**config.mk**
```make
export PLATFORM = sky130hd
export DESIGN_NAME = odd_parity_frame_ctrl
export DESIGN_NICKNAME = d
export VERILOG_FILES = /design/src/rtl/odd_parity_frame_ctrl.sv
export SDC_FILE = /design/constraint.sdc
export NUM_CORES = 1
export LEC_CHECK = 0
export ABC_AREA = 0
export CELL_PAD_IN_SITES_DETAIL_PLACEMENT = 1
export CELL_PAD_IN_SITES_GLOBAL_PLACEMENT = 1
export CORE_MARGIN = 2
export CORE_UTILIZATION = 30
export CTS_CLUSTER_SIZE = 14
export DETAILED_ROUTE_END_ITERATION = 12
export GPL_TIMING_DRIVEN = 1
export PLACE_DENSITY_LB_ADDON = 0.1
export SYNTH_ARGS = -nofsm -noshare
export SYNTH_HDL_FRONTEND = slang
export SYNTH_SLANG_ARGS = --single-unit
export TNS_END_PERCENT = 10
```
**constraint.sdc**
```tcl
create_clock -name clk -period 2.4 [get_ports clk]
set_clock_uncertainty 0.15 [all_clocks]
set_input_delay 0.48 -clock clk [delete_from_list [all_inputs] [get_ports clk]]
set_output_delay 0.48 -clock clk [all_outputs]
set_load 0.005 [all_outputs]
```
**src/rtl/odd_parity_frame_ctrl.sv**
```systemverilog
// Serial receiver for DATA_W data bits plus one odd-parity bit (MSB first),
// with a valid/ready result port and saturating frame/error statistics.
module odd_parity_frame_ctrl #(
    parameter int DATA_W  = 8,
    parameter int TIMEOUT = 16,
    parameter int CNT_W   = 8
) (
    input  logic              clk,
    input  logic              reset,
    input  logic              frame_start,
    input  logic              bit_valid,
    input  logic              rx_bit,
    output logic [DATA_W-1:0] data_out,
    output logic              parity_err,
    output logic              out_valid,
    input  logic              out_ready,
    output logic              busy,
    output logic              frame_abort,
    output logic [CNT_W-1:0]  frame_cnt,
    output logic [CNT_W-1:0]  err_cnt
);

    localparam int BC_W = $clog2(DATA_W + 2);
    localparam int TO_W = $clog2(TIMEOUT + 1);

    // bit_cnt holds the number of bits already captured, so the final
    // (parity) bit arrives while bit_cnt == DATA_W.
    localparam logic [BC_W-1:0]  LAST_BIT = BC_W'(DATA_W);
    localparam logic [TO_W-1:0]  TO_LAST  = TO_W'(TIMEOUT - 1);
    localparam logic [CNT_W-1:0] CNT_MAX  = '1;

    typedef enum logic [1:0] {IDLE, SHIFT, CHECK, OUT} state_t;

    state_t            state;
    logic [DATA_W:0]   shift_reg;
    logic [BC_W-1:0]   bit_cnt;
    logic [TO_W-1:0]   to_cnt;

    function automatic logic [CNT_W-1:0] sat_inc(input logic [CNT_W-1:0] v);
        return (v == CNT_MAX) ? v : v + CNT_W'(1);
    endfunction

    always_ff @(posedge clk) begin
        if (reset) begin
            state       <= IDLE;
            shift_reg   <= '0;
            bit_cnt     <= '0;
            to_cnt      <= '0;
            data_out    <= '0;
            parity_err  <= 1'b0;
            out_valid   <= 1'b0;
            busy        <= 1'b0;
            frame_abort <= 1'b0;
            frame_cnt   <= '0;
            err_cnt     <= '0;
        end else begin
            frame_abort <= 1'b0;
            case (state)
                IDLE: begin
                    if (frame_start) begin
                        state   <= SHIFT;
                        busy    <= 1'b1;
                        bit_cnt <= '0;
                        to_cnt  <= '0;
                    end
                end
                SHIFT: begin
                    // A restart wins over a coincident strobe; that bit is dropped.
                    if (frame_start) begin
                        bit_cnt     <= '0;
                        to_cnt      <= '0;
                        frame_abort <= 1'b1;
                    end else if (bit_valid) begin
                        shift_reg <= {shift_reg[DATA_W-1:0], rx_bit};
                        to_cnt    <= '0;
                        if (bit_cnt == LAST_BIT) begin
                            state   <= CHECK;
                            bit_cnt <= '0;
                        end else begin
                            bit_cnt <= bit_cnt + BC_W'(1);
                        end
                    end else if (to_cnt == TO_LAST) begin
                        state       <= IDLE;
                        busy        <= 1'b0;
                        frame_abort <= 1'b1;
                        bit_cnt     <= '0;
                        to_cnt      <= '0;
                    end else begin
                        to_cnt <= to_cnt + TO_W'(1);
                    end
                end
                CHECK: begin
                    parity_err <= ~^shift_reg;
                    data_out   <= shift_reg[DATA_W:1];
                    out_valid  <= 1'b1;
                    state      <= OUT;
                end
                OUT: begin
                    if (out_ready) begin
                        state     <= IDLE;
                        out_valid <= 1'b0;
                        busy      <= 1'b0;
                        frame_cnt <= sat_inc(frame_cnt);
                        if (parity_err) begin
                            err_cnt <= sat_inc(err_cnt);
                        end
                    end
                end
                default: begin
                    state <= IDLE;
                end
            endcase
        end
    end

endmodule

```
Yosys cells after proc, flatten, opt, wreduce, memory -nomap -nowiden
Index checks and enable logic that the tools add are counted.

Register bits after elaboration: 48. Bits of input ports: 6. Output and inout bits: 28. Logic and storage cells: 76.

Add/sub/neg operators: 4. Equal/unequal tests: 15. Multiplexer cells: 28. Bitwise logic cells: 4. Reductions and logical operators: 14.

Operators by type and width (number): $mux W4 (5); $mux W5 (4); $add A8 B1 Y8 const B (2); $eq A8 B8 Y1 const B (2); $mux W2 (6); $ne A2 B2 Y1 const B (5); $pmux W5 S2 (1); $reduce_and A3 Y1 (3); $reduce_xnor A9 Y1 (1); $mux W1 (8); $pmux W2 S4 (1); $pmux W4 S2 (1); $ne A3 B3 Y1 const B (2); $reduce_and A6 Y1 (1); $add A5 B1 Y5 const B (1); $eq A5 B4 Y1 const B (1); $reduce_and A5 Y1 (1); $add A4 B1 Y4 const B (1); $eq A2 B2 Y1 const B (2); $eq A4 B4 Y1 const B (1); $ne A4 B4 Y1 const B (1); $not A1 Y1 (4); $reduce_and A2 Y1 (2); $reduce_and A4 Y1 (1); 7 further kinds (8).

Longest topological paths before layout
Word-level depth: 5. Gate-level depth with buffers: 8. Depth with buffers taken out: 6.

Worst setup path after synthesis
OpenSTA, ideal clock, no wires.

Path kind: flip-flop to flip-flop. Start: register state[0]. End: register bit_cnt[3]. Setup time: 0.070 ns. Arrival: 1.753 ns. Required time: 2.180 ns. Slack: 0.427 ns. Cell stages (with the launch flop): 7. Buffers on the path: 0. Clock period less this slack: 1.973 ns. Cells stage by stage: dfxtp_1 > inv_1 > ha_1 > mux2i_1 > a21o_1 > or4_1 > a21oi_1.

Word-level cells in the longest chain between the ends: 3. Elaborated cells on any way between the ends: 7. Classes of those cells: eq/ne: 3; mux: 1; reduce/logical: 3.

Ends and longest elaborated chain: start, declared (RTL line 34) `state_t state;`; start signal, assigned (RTL line 45) `state <= IDLE;`; start signal, assigned (RTL line 61) `state <= SHIFT;`; start signal, assigned (RTL line 77) `state <= CHECK;`; $eq A2 B1 Y1 or $logic_not A2 Y1 (tied branches) (RTL line 58) `case (state)`; $ne A4 B4 Y1 (no line), or another cell as far along; $reduce_and A3 Y1 (no line); end signal, assigned (RTL line 80) `bit_cnt <= bit_cnt + BC_W'(1);`; end, declared (RTL line 36) `logic [BC_W-1:0] bit_cnt;`.

Several ways; a longest one is shown, not always the timed one. A chain may end at the register's enable or synchronous reset.

Worst setup path in the final report
Start: register state[0]. End: register busy.

Word-level cells in the longest chain between the ends: 3. Elaborated cells on any way between the ends: 11. Classes of those cells: eq/ne: 7; mux: 1; reduce/logical: 3.

Ends and longest elaborated chain: $eq A2 B1 Y1, or another cell as far along (RTL line 58); $ne A2 B2 Y1 (no line) or $reduce_bool A3 Y1 (tied branches); $reduce_and A6 Y1 (no line); end signal, assigned (RTL line 52) `busy <= 1'b0;`; end signal, assigned (RTL line 62) `busy <= 1'b1;`; end signal, assigned (RTL line 84) `busy <= 1'b0;`; end, declared (RTL line 17) `output logic busy,`.

Several ways; a longest one is shown, not always the timed one.

==> reports/metrics.csv <==
metric,value,unit
htree depth,2,
syn nets,265,
Hold Path Depth,2,
Mapped Cells,250,
Slew HR,56.6,%
area of the multi-input gates,1220,um2
Tightest Pin Transition,651,ps
die area,8240,um2
fraction of layout cells with a size suffix above 1,10.1,%
synthesized area,2260,um2
NumNets Final,310,
clock sinks,48,
worst min-delay path class,reg2reg,
Ys Warns,0,
syn avg cell area,9.03,um2
I/O pins,34,
WL final,5510,um
Clock Tree Root,clkbuf_8,
dpl cell area,2770,um2
Final Slew Violations,0,
vias in the first global route,1955,
Core ar.,7250,um2
num rows,31,
Final Hold Vio Count,0,
asr flop ratio synth,0,%
Post-synth EDFFs,0,
first-pass GRT wire length,9760,um
drt pass-1 iters,4,
DRC viols,0,
HPWL Detailed,3940,um
post-cts hold buffer count,0,
Num CTS Buffers,5,
max reg flops,9,
Finished Layout Cells,395,
initial antenna violation count,0,
Synth area leader,dfxtp_1,
synth top area cells,"dfxtp_1 (43%), a21oi_1 (5.3%), ha_1 (5.0%)",
All-Layer GR Usage,14.4,%
area growth from synthesis to final layout,27.5,%
CP peak stage delay,430,ps
GPL Wtd Cong,0.714,
Worst-path clk slew,90,ps
post-synth top area share,42.5,%
Synth cell types,51,
reg2reg path depth,5,
Startpoint Class,flop,
minimum clock period,2060,ps
Layout fillers,864,
largest net degree at the start of global routing,25,
unrepaired setup endpoints after global routing,false,
Peak VDD IR,0.230,mV
Die X,90.8,um
Initial Util,31.1,%
final worst-path cycle share,86.0,%
Power Density,554,nW/um2
Setup crit end kind,flop,
Placed Instances,387,
Vias,1926,
predominant post-synthesis flop cell,dfxtp_1,
"Data required, critical path",2490,ps
CTS tree,yes,
CP max-delay cell,dfxtp_1,
postcts setup bufs,0,
die height,90.8,um
grt ovf,0,
Setup-failing EPs final,0,
"Design Area, Final",2880,um2
Crit Path Max Fanout,5,
WL/cell,14.0,um
Longest Clk Path Bufs,2,
port bufs,33,
Iter 0 DRT Violations,41,
post-route setup slack,335,ps
CTS resizes,0,
Sum Neg Setup Slack,0,ps
WP data arrival,2160,ps
total inserted antenna cells,0,
sequential share of the synthesized area,42.5,%
Lkg Pwr,1.04,nW
Reg area,961,um2
Skew-Pair Late Insertion Delay,300,ps
flop and latch count out of synthesis,48,
crit path kind,reg2reg,
Pwr Total,1.59,mW
Final ANT Viol Nets,0,
routed vias/inst,4.88,
max cap viols,0,
Setup WS pre-CTS,86.2,ps
CP Cell Sequence,"ha_1, or3b_4, o22a_1, or4_1, a21oi_1",
run status,finished clean,
FMAX,0.484,GHz
## cells by family (layout without fill, tap and decap cells)
logic type / after synthesis / in the layout / share of synthesized area (%)
AND/OR/NAND/NOR: 93 / 93 / 21.6
AO/OA/AOI/OAI: 55 / 55 / 15.8
flip-flops: 48 / 48 / 42.5
buffers and inverters: 18 / 64 / 3.32
XOR/XNOR: 15 / 15 / 6.43
multiplexers: 12 / 12 / 5.37
adder cells (fa/ha/maj): 9 / 9 / 4.99
## synth_stat cells, types with 2 or more instances
master and instances:
o21ai_0 7, ha_1 9, nand3b_1 3, clkbuf_1 5
nand2_1 25, o31ai_1 2, a21o_1 2, a21oi_1 24
inv_1 9, nor3_1 2, and4_1 2, xnor2_1 12
dfxtp_1 48, a22oi_1 2, nor3b_1 3, nand4b_1 2
buf_1 3, a211oi_1 3, mux2i_1 11, nor2_1 29
or4_1 5, xor2_1 2, a2111oi_0 2, nand3_1 11
## through the flow
step	hold slack [ps]	util, %
6_report	336	39.7
4_1_cts	336	39.7
3_3_place_gp	314	38.2
2_1_floorplan	307	-
3_5_place_dp	323	38.2
5_1_grt	360	39.7
## metal layers
metal	part of all wire [%]	global-route usage [%]	wire length (um)	up-vias
met5	0	0	0	-
met4	1.1	3.85	59	0
met3	3.6	4.09	199	6
met2	45	22.3	2480	26
met1	50	19.7	2770	915
li1	-	-	-	979
## power by group
| group | switching (mW) | leakage [nW] | internal [mW] | total (mW) |
|---|---|---|---|---|
| Combinational | 0.103 | 0.594 | 0.0831 | 0.186 |
| Sequential | 0.00914 | 0.387 | 0.806 | 0.815 |
| Clock | 0.283 | 0.0552 | 0.310 | 0.593 |
| Total | 0.395 | 1.04 | 1.20 | 1.59 |
## cell type report
| class | count | share of cell area (%) |
|---|---|---|
| clock buffers | 6 | 2.52 |
| repair buffers | 47 | 15.0 |
| flip-flops and latches | 48 | 33.4 |
| inverters | 9 | 1.17 |
| clock inverters | 2 | 1.22 |
| well taps | 99 | 4.30 |
| multi-input cells | 184 | 42.5 |
## placed cells by master, fill, tap and decap left out, types with 2 or more instances in the layout
cell type,n
a2111oi_0,2
a211oi_1,3
a21o_1,2
a21oi_1,24
a22oi_1,2
and4_1,2
buf_4,14
clkbuf_8,5
clkdlybuf4s50_1,32
dfxtp_1,48
ha_1,9
inv_1,9
mux2i_1,11
nand2_1,25
nand3_1,11
nand3b_1,3
nand4b_1,2
nor2_1,29
nor3_1,2
nor3b_1,3
o21ai_0,7
o31ai_1,2
or4_1,5
xnor2_1,12
xor2_1,2
## worst paths after layout
kind / startpoint / to / slack (ps)
hold reg to reg: busy$_SDFFE_PP0P_ / busy$_SDFFE_PP0P_ / 340
setup reg to reg: state[0]$_SDFFE_PP0P_ / busy$_SDFFE_PP0P_ / 340
hold / removal: busy$_SDFFE_PP0P_ / busy$_SDFFE_PP0P_ / 340
setup / recovery: state[0]$_SDFFE_PP0P_ / busy$_SDFFE_PP0P_ / 340
## worst max-delay path: cells and delay by family, from the launching register on
family	cells	cell delay, ps
AND/OR/NAND/NOR	2	820
flip-flops	1	430
AO/OA/AOI/OAI	2	320
adder cells (fa/ha/maj)	1	280
(Power assumes the default switching activity.)
